$ cat src/rtl/pipeline_hazard_ctrl_if.sv
// Pipeline-side view of the hazard controller: hazard inputs from ID/EX/MEM and
// the per-stage enable, bubble and flush controls returned to the datapath.
interface pipeline_hazard_ctrl_if;
    logic [4:0] IF_ID_rs;
    logic [4:0] IF_ID_rt;
    logic [4:0] ID_EX_rt;
    logic       ID_EX_mem_read;
    logic       branch_taken;
    logic       dmem_req;
    logic       dmem_ready;
    logic       pc_write;
    logic       IF_ID_write;
    logic       IF_ID_flush;
    logic       ID_EX_write;
    logic       ID_EX_bubble;
    logic       EX_MEM_write;
    logic       MEM_WB_bubble;

    modport master (
        output IF_ID_rs, IF_ID_rt, ID_EX_rt, ID_EX_mem_read, branch_taken,
               dmem_req, dmem_ready,
        input  pc_write, IF_ID_write, IF_ID_flush, ID_EX_write, ID_EX_bubble,
               EX_MEM_write, MEM_WB_bubble
    );

    modport slave (
        input  IF_ID_rs, IF_ID_rt, ID_EX_rt, ID_EX_mem_read, branch_taken,
               dmem_req, dmem_ready,
        output pc_write, IF_ID_write, IF_ID_flush, ID_EX_write, ID_EX_bubble,
               EX_MEM_write, MEM_WB_bubble
    );
endinterface

$ cat src/rtl/pipeline_hazard_ctrl.sv
// 5-stage pipeline hazard controller: load-use stall, branch flush, memory-wait freeze
// with watchdog. Define HAZARD_PERF_EN to implement the stall_count performance counter.
module pipeline_hazard_ctrl #(
    parameter int MEM_TIMEOUT = 16,
    parameter int CNT_W       = 16
) (
    input  logic                  clk,
    input  logic                  rst_n,
    pipeline_hazard_ctrl_if.slave hz,
    output logic [1:0]            ctrl_state,
    output logic                  mem_timeout_err,
    output logic [CNT_W-1:0]      stall_count
);

    localparam int WAIT_W = $clog2(MEM_TIMEOUT) + 1;

    typedef enum logic [1:0] {
        ST_RUN      = 2'b00,
        ST_MEM_WAIT = 2'b01,
        ST_ERR      = 2'b10
    } state_t;

    state_t              state, state_nxt;
    logic [WAIT_W-1:0]   wait_cnt, wait_cnt_nxt;
    logic                err_nxt;
    logic                load_use, mem_miss;
    logic                pc_write_c, if_id_write_c, if_id_flush_c, id_ex_write_c;
    logic                id_ex_bubble_c, ex_mem_write_c, mem_wb_bubble_c;

    assign load_use = hz.ID_EX_mem_read && (hz.ID_EX_rt != 5'd0) &&
                      ((hz.ID_EX_rt == hz.IF_ID_rs) || (hz.ID_EX_rt == hz.IF_ID_rt));
    assign mem_miss = hz.dmem_req && !hz.dmem_ready;

    always_ff @(posedge clk or negedge rst_n) begin
        if (!rst_n) begin
            state           <= ST_RUN;
            wait_cnt        <= '0;
            mem_timeout_err <= 1'b0;
        end else begin
            state           <= state_nxt;
            wait_cnt        <= wait_cnt_nxt;
            mem_timeout_err <= err_nxt;
        end
    end

    always_comb begin
        state_nxt       = state;
        wait_cnt_nxt    = wait_cnt;
        err_nxt         = mem_timeout_err;
        pc_write_c      = 1'b1;
        if_id_write_c   = 1'b1;
        if_id_flush_c   = 1'b0;
        id_ex_write_c   = 1'b1;
        id_ex_bubble_c  = 1'b0;
        ex_mem_write_c  = 1'b1;
        mem_wb_bubble_c = 1'b0;

        // A freeze holds every stage up to MEM and drains a NOP into WB.
        if ((state == ST_ERR) || (state == ST_MEM_WAIT && !hz.dmem_ready) ||
            (state == ST_RUN && mem_miss)) begin
            pc_write_c      = 1'b0;
            if_id_write_c   = 1'b0;
            id_ex_write_c   = 1'b0;
            ex_mem_write_c  = 1'b0;
            mem_wb_bubble_c = 1'b1;
        end else if (hz.branch_taken) begin
            if_id_flush_c  = 1'b1;
            id_ex_bubble_c = 1'b1;
        end else if (load_use) begin
            pc_write_c     = 1'b0;
            if_id_write_c  = 1'b0;
            id_ex_bubble_c = 1'b1;
        end

        case (state)
            ST_RUN: begin
                if (mem_miss) begin
                    state_nxt    = ST_MEM_WAIT;
                    wait_cnt_nxt = WAIT_W'(1);
                end
            end
            ST_MEM_WAIT: begin
                if (hz.dmem_ready) begin
                    state_nxt    = ST_RUN;
                    wait_cnt_nxt = '0;
                end else if (wait_cnt == WAIT_W'(MEM_TIMEOUT - 1)) begin
                    state_nxt = ST_ERR;
                    err_nxt   = 1'b1;
                end else begin
                    wait_cnt_nxt = wait_cnt + WAIT_W'(1);
                end
            end
            ST_ERR: begin
                state_nxt = ST_ERR;
            end
            default: begin
                state_nxt    = ST_RUN;
                wait_cnt_nxt = '0;
            end
        endcase
    end

    // Controls are forced inactive while reset is asserted.
    assign hz.pc_write      = rst_n & pc_write_c;
    assign hz.IF_ID_write   = rst_n & if_id_write_c;
    assign hz.IF_ID_flush   = rst_n & if_id_flush_c;
    assign hz.ID_EX_write   = rst_n & id_ex_write_c;
    assign hz.ID_EX_bubble  = rst_n & id_ex_bubble_c;
    assign hz.EX_MEM_write  = rst_n & ex_mem_write_c;
    assign hz.MEM_WB_bubble = rst_n & mem_wb_bubble_c;
    assign ctrl_state       = state;

`ifdef HAZARD_PERF_EN
    function automatic logic [CNT_W-1:0] sat_inc(input logic [CNT_W-1:0] v);
        return (&v) ? v : v + CNT_W'(1);
    endfunction

    logic [CNT_W-1:0] stall_cnt_q;

    always_ff @(posedge clk or negedge rst_n) begin
        if (!rst_n)
            stall_cnt_q <= '0;
        else if (!pc_write_c)
            stall_cnt_q <= sat_inc(stall_cnt_q);
    end

    assign stall_count = stall_cnt_q;
`else
    assign stall_count = '0;
`endif

endmodule

$ cat src/flat_wrapper.sv
// flat-port wrapper written by rule: the top's interface ports become plain ports
module pipeline_hazard_ctrl_flat 
#(
    parameter int MEM_TIMEOUT = 16,
    parameter int CNT_W       = 16
)
  (clk, rst_n, ctrl_state, mem_timeout_err, stall_count, hz_IF_ID_rs, hz_IF_ID_rt, hz_ID_EX_rt, hz_ID_EX_mem_read, hz_branch_taken, hz_dmem_req, hz_dmem_ready, hz_pc_write, hz_IF_ID_write, hz_IF_ID_flush, hz_ID_EX_write, hz_ID_EX_bubble, hz_EX_MEM_write, hz_MEM_WB_bubble);
  pipeline_hazard_ctrl_if hz_i ();
  input  logic clk;
  input  logic rst_n;
  output logic [1:0] ctrl_state;
  output logic mem_timeout_err;
  output logic [CNT_W-1:0] stall_count;
  input wire logic [$bits(hz_i.IF_ID_rs)-1:0] hz_IF_ID_rs;
  input wire logic [$bits(hz_i.IF_ID_rt)-1:0] hz_IF_ID_rt;
  input wire logic [$bits(hz_i.ID_EX_rt)-1:0] hz_ID_EX_rt;
  input wire logic [$bits(hz_i.ID_EX_mem_read)-1:0] hz_ID_EX_mem_read;
  input wire logic [$bits(hz_i.branch_taken)-1:0] hz_branch_taken;
  input wire logic [$bits(hz_i.dmem_req)-1:0] hz_dmem_req;
  input wire logic [$bits(hz_i.dmem_ready)-1:0] hz_dmem_ready;
  output wire logic [$bits(hz_i.pc_write)-1:0] hz_pc_write;
  output wire logic [$bits(hz_i.IF_ID_write)-1:0] hz_IF_ID_write;
  output wire logic [$bits(hz_i.IF_ID_flush)-1:0] hz_IF_ID_flush;
  output wire logic [$bits(hz_i.ID_EX_write)-1:0] hz_ID_EX_write;
  output wire logic [$bits(hz_i.ID_EX_bubble)-1:0] hz_ID_EX_bubble;
  output wire logic [$bits(hz_i.EX_MEM_write)-1:0] hz_EX_MEM_write;
  output wire logic [$bits(hz_i.MEM_WB_bubble)-1:0] hz_MEM_WB_bubble;
  assign hz_i.IF_ID_rs = hz_IF_ID_rs;
  assign hz_i.IF_ID_rt = hz_IF_ID_rt;
  assign hz_i.ID_EX_rt = hz_ID_EX_rt;
  assign hz_i.ID_EX_mem_read = hz_ID_EX_mem_read;
  assign hz_i.branch_taken = hz_branch_taken;
  assign hz_i.dmem_req = hz_dmem_req;
  assign hz_i.dmem_ready = hz_dmem_ready;
  assign hz_pc_write = hz_i.pc_write;
  assign hz_IF_ID_write = hz_i.IF_ID_write;
  assign hz_IF_ID_flush = hz_i.IF_ID_flush;
  assign hz_ID_EX_write = hz_i.ID_EX_write;
  assign hz_ID_EX_bubble = hz_i.ID_EX_bubble;
  assign hz_EX_MEM_write = hz_i.EX_MEM_write;
  assign hz_MEM_WB_bubble = hz_i.MEM_WB_bubble;
  pipeline_hazard_ctrl #(.MEM_TIMEOUT(MEM_TIMEOUT), .CNT_W(CNT_W)) u_core (.clk(clk), .rst_n(rst_n), .hz(hz_i), .ctrl_state(ctrl_state), .mem_timeout_err(mem_timeout_err), .stall_count(stall_count));
endmodule
$ cat config.mk
export PLATFORM = sky130hd
export DESIGN_NAME = pipeline_hazard_ctrl_flat
export DESIGN_NICKNAME = d
export VERILOG_FILES = /design/src/rtl/pipeline_hazard_ctrl_if.sv /design/src/rtl/pipeline_hazard_ctrl.sv /design/src/flat_wrapper.sv
export SDC_FILE = /design/constraint.sdc
export NUM_CORES = 1
export LEC_CHECK = 0
export ABC_AREA = 0
export CAP_MARGIN = 0
export CELL_PAD_IN_SITES_DETAIL_PLACEMENT = 0
export CELL_PAD_IN_SITES_GLOBAL_PLACEMENT = 1
export CORE_MARGIN = 10
export CORE_UTILIZATION = 24
export DETAILED_ROUTE_END_ITERATION = 8
export GPL_ROUTABILITY_DRIVEN = 0
export PLACE_DENSITY = 0.86
export SYNTH_ARGS = -nofsm -noshare
export SYNTH_HDL_FRONTEND = slang
export SYNTH_SLANG_ARGS = --single-unit
$ cat constraint.sdc
create_clock -name clk -period 2.3 [get_ports clk]
set_input_delay 0.46 -clock clk [delete_from_list [all_inputs] [get_ports clk]]
set_output_delay 0.46 -clock clk [all_outputs]
set_load 0.01 [all_outputs]
==> reports/results.tsv, run 1 <==
metric	value	unit
worst-path cell chain	clkdlybuf4s50_1, xor2_1, nor3_2, a22oi_2, o31a_1, buf_2	
sequential element share of the synthesized area	27.7	%
synthesized flop and latch total	8	
status	completed	
Syn-to-layout area delta	51.2	%
row cnt	19	
WL/cell	13.8	um
Fin. Hold Viols	0	
final setup vio count	0	
count of different cell masters after synthesis	32	
first-pass GRT wire length	3390	um
Mapped Avg Cell Area	8.51	um2
total gr overflow	0	
WP buf/inv	2	
Post-Route WL	2170	um
IO Count	47	
Area after DPL	1070	um2
TritonCTS clock tree	done	
Peak supply drop	0.163	mV
max-cap violation count	0	
chip width	74.9	um
pre-CTS setup slack	-0.459	ns
Slew Limit Fails	0	
vias in the first global route	749	
chip height	74.9	um
fin crit share	96.9	%
pwr dens	384	nW/um2
via count	697	
Starting Density	25.6	%
antenna violations before repair	0	
Top delay family on crit path	buffers and inverters	
CTS clk-pin slew, worst paths	0.05	ns
Crit Path Class	input pin to output pin	
leakage power	0.544	nW
crit end category	output pin	
Initial DRC Count	94	
Worst Path Arrival	1.77	ns
Hold Crit Class	flop to flop	
CTS Root Cell	clkbuf_4	
Setup Skew	0.00670	ns
Final Cell Area	1090	um2
Yosys top cell area share	27.7	%
H-Tree Depth	1	
Setup WS post-layout	0.0711	ns
number of I/O port buffers	30	
nets	151	
Post-Syn Area	723	um2
min Tclk post-route	2.23	ns
largest net degree at the start of global routing	11	
post-DR vias/cell	4.44	
post-route ant nets	0	
synth top area cells	dfrtp_1 (28%), buf_4 (19%), xor2_1 (13%), nand2_1 (3.6%), ha_1 (3.5%)	
Post-Synthesis Cells	85	
all-layer global routing usage	7.75	%
CORE AREA	2830	um2
CTS sink cnt	8	
layout cells sized above 1	20.6	%
CTS Buf Count	3	
Critical-path top delay cell	clkdlybuf4s50_1	
data required time of the worst path	1.84	ns
max incr delay on CP	0.41	ns
Post-Route Utilization	38.7	%
Worst-Skew Late Latency	0.26	ns
# DRC	0	
area of the die	5610	um2
R2R setup slack	0.54	ns
Fmax	449	MHz
setup TNS	0	ns
1st-pass router iterations	4	
# diodes	0	
peak fanout along the critical path	2	
CTS Buffer Depth	2	
Yosys warning count	0	
Yosys top cell by area	dfrtp_1	
DPL Wire Length	1860	um
RSZ-0062 raised after global routing	false	
FILL cells	291	
critical path startpoint category	input pin	
==> worst reg2reg max path, delay by kind of cell, from the launching register on <==
| kind | cells | cell delay, ns |
|---|---|---|
| AO/OA/AOI/OAI | 2 | 0.32 |
| adder cells (fa/ha/maj) | 2 | 0.51 |
| flip-flops | 1 | 0.43 |
| AND/OR/NAND/NOR | 2 | 0.39 |
==> final cells by class <==
class | instances | area [um2] | area share [%]
sequential | 8 | 200 | 18.3
timing repair buffer | 43 | 375 | 34.3
tap | 31 | 38.8 | 3.55
inverter | 1 | 3.75 | 0.343
clock buffer | 3 | 22.5 | 2.06
multi-input combinational | 71 | 453 | 41.4
==> cells in the final DEF (no fill, tap or decap) <==
cell	netlist	routed
nand2_1	7	7
nor3_2	0	2
xor2_1	11	11
nand4b_1	1	1
mux2i_1	1	1
and2_4	0	1
a22oi_2	0	1
nor2_1	5	5
buf_2	1	2
clkdlybuf4s50_1	0	15
inv_1	1	1
and3_1	1	1
clkbuf_4	0	3
nor2b_1	1	1
xnor2_1	1	1
o21bai_1	1	1
nor3b_1	1	1
or4_4	1	1
dlymetal6s2s_1	0	3
ha_1	2	2
o31a_1	1	1
nand2b_1	2	2
o32ai_1	1	1
nand3_1	1	1
o21ai_2	0	1
o211ai_1	1	1
o21ai_1	1	1
dlygate4sd2_1	0	8
a21oi_1	4	4
conb_1	1	16
o311a_1	1	1
o22ai_1	4	4
clkbuf_2	0	2
a21boi_1	0	1
buf_4	18	13
dfrtp_1	8	8
==> logic make-up after synthesis <==
group	Yosys count	synth area share, %
multiplexers	1	1.38
AO/OA/AOI/OAI	17	15.6
AND/OR/NAND/NOR	23	16.4
adder cells (fa/ha/maj)	2	3.46
flip-flops	8	27.7
other	1	0.519
buffers and inverters	21	20.4
XOR/XNOR	12	14.5
==> flip-flops by register name, summed over array words and instances (netlist names) <==
name,flops
u_core.mem_timeout_err,1
u_core.ctrl_state,2
u_core.wait_cnt,5
==> power breakdown <==
group	internal [W]	total (W)	switching (W)
sequential	0.000149	0.000159	0.00000951
clock	0.0000599	0.000110	0.0000503
combinational	0.0000789	0.000152	0.0000727
==> through the flow <==
stage / hold WS, ns / instances / total power, W
after floorplan: 0.164 / 100 / 0.000248
after global placement: 0.452 / 154 / 0.000313
after detailed placement: 0.451 / 154 / 0.000318
after CTS: 0.473 / 157 / 0.000422
after global routing: 0.507 / 157 / 0.000447
final: 0.466 / 157 / 0.000420
==> metal layers <==
layer | track usage [%] | vias up | wire, um | part of all wire [%]
met5 | 0 | - | 0 | 0
met4 | 4.41 | 0 | 44 | 2.0
met3 | 4.99 | 4 | 320 | 15
met2 | 12.0 | 36 | 1000 | 46
met1 | 7.81 | 315 | 797 | 37
li1 | - | 342 | - | -
==> final timing paths <==
kind | to | cells after the start | from
min reg2reg | u_core.mem_timeout_err$_DFFE_PN0P_ | 1 | u_core.mem_timeout_err$_DFFE_PN0P_
max | hz_IF_ID_write | 6 | hz_IF_ID_rs[4]
min | u_core.mem_timeout_err$_DFFE_PN0P_ | 1 | u_core.mem_timeout_err$_DFFE_PN0P_
max reg2reg | u_core.wait_cnt[0]$_DFFE_PN0P_ | 6 | u_core.wait_cnt[0]$_DFFE_PN0P_
min in group asynchronous | u_core.wait_cnt[3]$_DFFE_PN0P_ | 2 | rst_n
max in group asynchronous | u_core.ctrl_state[1]$_DFFE_PN0P_ | 2 | rst_n
==> cell usage after synthesis (all sizes together) <==
library cell,count
buf,19
xor2,11
dfrtp,8
nand2,7
nor2,5
a21oi,4
o22ai,4
ha,2
nand2b,2
nor3,2
o21ai,2
a21boi,1
a22oi,1
and2,1
and3,1
clkbuf,1
conb,1
inv,1
mux2i,1
nand3,1
nand4b,1
nor2b,1
nor3b,1
o211ai,1
o21bai,1
o311a,1
o31a,1
o32ai,1
or4,1
xnor2,1
==> what timing repair did <==
item	CTS	global route
setup buffers	0	0
gates resized for setup	21	11
hold buffers	0	0
pin swaps	3	6
endpoints found under the setup margin	7	5
Note: power is estimated with default switching activity, not from simulation.
==> run 2, diff against run 1 <==
MAX_ROUTING_LAYER = met4   (was not set)
==> reports/results.tsv, run 2 (synthesized netlist as in run 1, its figures left out) <==
metric	value	unit	change
antenna violations before repair	0		unchanged
Starting Density	25.6	%	unchanged
post-route insts no fill	157		unchanged
nets	151		unchanged
Crit Path Class	input pin to output pin		unchanged
CTS sink cnt	8		unchanged
all-layer global routing usage	7.99	%	was 7.75%
CTS Buffer Depth	2		unchanged
row cnt	19		unchanged
area of the die	5610	um2	unchanged
pwr dens	385	nW/um2	was 384 nW/um2
largest net degree at the start of global routing	11		unchanged
chip width	74.9	um	unchanged
# DRC	0		unchanged
layout cells sized above 1	20.6	%	unchanged
Peak supply drop	0.163	mV	about the same
Worst-Skew Late Latency	0.26	ns	about the same
first-pass GRT wire length	3390	um	unchanged
Syn-to-layout area delta	51.2	%	unchanged
CTS Buf Count	3		unchanged
Worst Path Arrival	1.77	ns	about the same
Hold Crit Class	flop to flop		unchanged
H-Tree Depth	1		unchanged
IO Count	47		unchanged
max-cap violation count	0		unchanged
post-route ant nets	0		unchanged
data required time of the worst path	1.84	ns	about the same
peak fanout along the critical path	2		unchanged
total gr overflow	0		unchanged
CTS Root Cell	clkbuf_4		unchanged
max reg flops	5		unchanged
1st-pass router iterations	4		unchanged
TritonCTS clock tree	done		unchanged
commonest non-fill, non-tap cell in the layout	conb_1		unchanged
# diodes	0		unchanged
Fin. Hold Viols	0		unchanged
Post-Route WL	2170	um	about the same
Initial DRC Count	95		was 94
WL/cell	13.8	um	about the same
chip height	74.9	um	unchanged
placed insts	154		unchanged
final setup vio count	0		unchanged
post-DR vias/cell	4.43		was 4.44
postcts setup bufs	0		unchanged
fin crit share	96.9	%	about the same
status	completed		unchanged
CORE AREA	2830	um2	unchanged
Setup Skew	0.00670	ns	unchanged
number of I/O port buffers	30		unchanged
leading cell types in the layout, fill and taps excluded	conb_1 (16), clkdlybuf4s50_1 (15), buf_4 (13), xor2_1 (11)		unchanged
min Tclk post-route	2.23	ns	about the same
DPL Wire Length	1860	um	unchanged
CTS clk-pin slew, worst paths	0.05	ns	about the same
crit end category	output pin		unchanged
RSZ-0062 raised after global routing	false		unchanged
Biggest register	u_core.wait_cnt		unchanged
Setup WS post-layout	0.0713	ns	was 0.0711 ns
via count	696		was 697
leakage power	0.544	nW	unchanged
vias in the first global route	749		unchanged
critical path startpoint category	input pin		unchanged
pre-CTS setup slack	-0.459	ns	unchanged
Fmax	449	MHz	about the same
Slew Limit Fails	0		unchanged
[run 2: area by class of cell]
class                   instances  area [um2]
clock buffers                   3        22.5
well taps                      31        38.8
repair buffers                 43         375
fillers                       291        1740
inverters                       1        3.75
flip-flops and latches          8         200
multi-input cells              71         453
[run 2: path summary, 6_finish.rpt]
path | start | endpoint | slack [ns] | cells past startpoint
setup / recovery | hz_IF_ID_rs[4] | hz_IF_ID_write | 0.07 | 6
hold / removal | u_core.mem_timeout_err$_DFFE_PN0P_ | u_core.mem_timeout_err$_DFFE_PN0P_ | 0.47 | 1
setup reg to reg | u_core.wait_cnt[0]$_DFFE_PN0P_ | u_core.wait_cnt[0]$_DFFE_PN0P_ | 0.54 | 6
hold reg to reg | u_core.mem_timeout_err$_DFFE_PN0P_ | u_core.mem_timeout_err$_DFFE_PN0P_ | 0.47 | 1
max in group asynchronous | rst_n | u_core.ctrl_state[1]$_DFFE_PN0P_ | 1.64 | 2
min in group asynchronous | rst_n | u_core.wait_cnt[3]$_DFFE_PN0P_ | 0.52 | 2
[run 2: critical path, cell delays in order]
cell             delay (ns)
clkdlybuf4s50_1        0.41
xor2_1                 0.16
nor3_2                 0.20
a22oi_2                0.09
o31a_1                 0.31
buf_2                  0.14
[run 2: power by group]
part	total [W]	internal (W)	switching, W
clock network	0.000110	0.0000599	0.0000503
logic	0.000152	0.0000789	0.0000727
registers	0.000159	0.000149	0.00000950
total	0.000420	0.000288	0.000133
[run 2: routing by layer]
layer  vias up  GRT usage (%)  wire [um]
li1        342              -          -
met1       314           8.48        878
met2        36           12.0       1010
met3         4           3.81        244
met4         0           4.41         44
met5         -              -          0
[run 2: through the flow]
step                hold slack, ns  TNS (ns)  cell area, um2  total power (W)  util (%)
global route                 0.507         0            1090         0.000447      38.7
detailed placement           0.451     -2.06            1070         0.000318      37.9
CTS                          0.473   -0.0856            1080         0.000422      38.2
floorplan                    0.164         0             779         0.000248         -
finish                       0.466         0            1090         0.000420      38.7
global placement             0.452     -1.96            1070         0.000313      37.9
[run 2: what timing repair did]
action,4_1_cts,5_1_grt
pin swaps,3,6
setup endpoints to repair,7,5
hold buffers,0,0
resized for setup,21,11
==> RTL edit, RTL diff (settings of run 1) <==
Build with the macro `HAZARD_PERF_EN` defined.
--- a/src/rtl/pipeline_hazard_ctrl.sv
+++ b/src/rtl/pipeline_hazard_ctrl.sv
@@ -1,5 +1,7 @@
 // 5-stage pipeline hazard controller: load-use stall, branch flush, memory-wait freeze
 // with watchdog. Define HAZARD_PERF_EN to implement the stall_count performance counter.
+`define HAZARD_PERF_EN
+
 module pipeline_hazard_ctrl #(
     parameter int MEM_TIMEOUT = 16,
     parameter int CNT_W       = 16
Check against the original RTL: not equivalent (a bounded check fails within 4 cycles, from zero or initial values and one cycle with rst_n low).
==> RTL edit against run 1 <==
- final area grew 99%
- synthesized cell count grew 71%
- synthesized area grew 95%
- sequential cell count grew 16
- cell count grew 79%
- worst setup slack gained 0.015 ns
- critical path depth grew 1
- count of clock-buffer cells in the layout is the same
- register-to-register slack lost 0.07 ns
- routed wire length grew 65%
- power grew to 4.1 times the old value
- largest cell class unchanged
- highest routed layer is now met3
==> RTL edit: results (changes against run 1) <==
outcome=finished clean (unchanged); Critical Path End=hz_pc_write (was hz_IF_ID_write); layout cell share with drive strength beyond 1=21.1% (was 20.6%); first-pass GRT wire length=6050 um (was 3390 um); reg2reg end=u_core.stall_count[13] (was u_core.wait_cnt[0]); arrival time worst endpoint=1.75 ns (was 1.77 ns); sequential area share after synthesis=42.6% (was 27.7%); Seq Cell Count=24 (was 8); Metal-1 WL=1580 um (was 797 um); DP Wirelength=2970 um (was 1860 um); Layout fillers=605 (was 291); top post-synthesis cells by area=dfrtp_1 43%, xnor2_1 9.3%, xor2_1 6.8% (was dfrtp_1 28%, buf_4 19%, xor2_1 13%); Iter 0 DRT Violations=29 (was 94); Non-clk bufs=65 (was 43); Clock-cell share=3.29% (was 2.06%); per-cell routed wire length=12.7 um (was 13.8 um); gr usage total=7.49% (was 7.75%); Area after DPL=2070 um^2 (was 1070 um^2); met1 usage=8.69% (was 7.81%); multi-input gates=111 (was 71); final WL=3570 um (was 2170 um); VDD IR max=0.423 mV (was 0.163 mV); grt met2 use=12.2% (was 12.0%); routed wl met2=1700 um (was 1000 um); Signal buf overhead=27.3% (was 34.3%); Synth top cells by count=24 x dfrtp_1, 16 x nor2_1, 15 x nand2_1, 15 x xnor2_1, 11 x xor2_1 (was 18 x buf_4, 11 x xor2_1, 8 x dfrtp_1); Fin Clk Skew=0.00471 ns (was 0.00670 ns); met3 Track Usage GR=3.76% (was 4.99%); post-synthesis mux area share=2.22% (was 1.38%); clock root buffer=clkbuf_8 (was clkbuf_4); max reg flops=16 (was 5); Critical Path Start=hz_ID_EX_rt[2] (was hz_IF_ID_rs[4]); Power Combinational=0.741 mW (was 0.152 mW); flop-to-flop setup slack=0.47 ns (was 0.54 ns); dpl cells=277 (was 154); inverters=5 (was 1); clock-pin slew reported for the worst setup and hold paths after clock tree synthesis=0.09 ns (was 0.05 ns); port bufs=46 (was 30); Setup WS pre-CTS=-0.658 ns (was -0.459 ns); CP max stage delay=0.49 ns (was 0.41 ns); fraction of area in registers=27.7% (was 18.3%); CP max-delay cell=or4_4 (was clkdlybuf4s50_1); fmax=0.452 GHz (was 0.449 GHz); Nets=234 (was 151); Switch Pwr=0.564 mW (was 0.133 mW); post-synthesis adder-cell area fraction=2.66% (was 3.46%); vias per std cell=4.48 (was 4.44); Mean Syn Cell Area=9.72 um^2 (was 8.51 um^2); Post-Synth XOR/XNOR Area=16.1% (was 14.5%); compound-cell area share of the yosys netlist=10.4% (was 15.6%)
==> RTL edit: cell types whose count changed after synthesis, sizes merged, moves of 2 or more <==
| cell | change |
|---|---|
| xnor2 | +14 |
| nand3 | +7 |
| buf | -16 |
| nand2b | -2 |
| dfrtp | +16 |
| nand2 | +8 |
| nand4 | +6 |
| inv | +4 |
| and3 | +6 |
| nor2 | +11 |
==> RTL edit: what timing repair did <==
action / in CTS / in global routing
pin swaps: 5 / 12
setup endpoints to repair: 7 / 3
resized for setup: 28 / 9
gates cloned: 0 / 0
endpoints found under the hold margin: 0 / 0
==> RTL edit: through the flow <==
step	setup TNS (ns)	hold WS [ns]
2_1_floorplan	0	0.164
3_3_place_gp	-4.47	0.458
3_5_place_dp	-5.09	0.462
4_1_cts	0	0.483
5_1_grt	-0.00947	0.505
6_report	0	0.473
==> RTL edit: worst max-delay path: cells and delay by family <==
kind | cells | cell delay, ns
buffers and inverters | 2 | 0.39
AOI/OAI and AO/OA | 1 | 0.14
and+or+nand+nor | 4 | 0.76
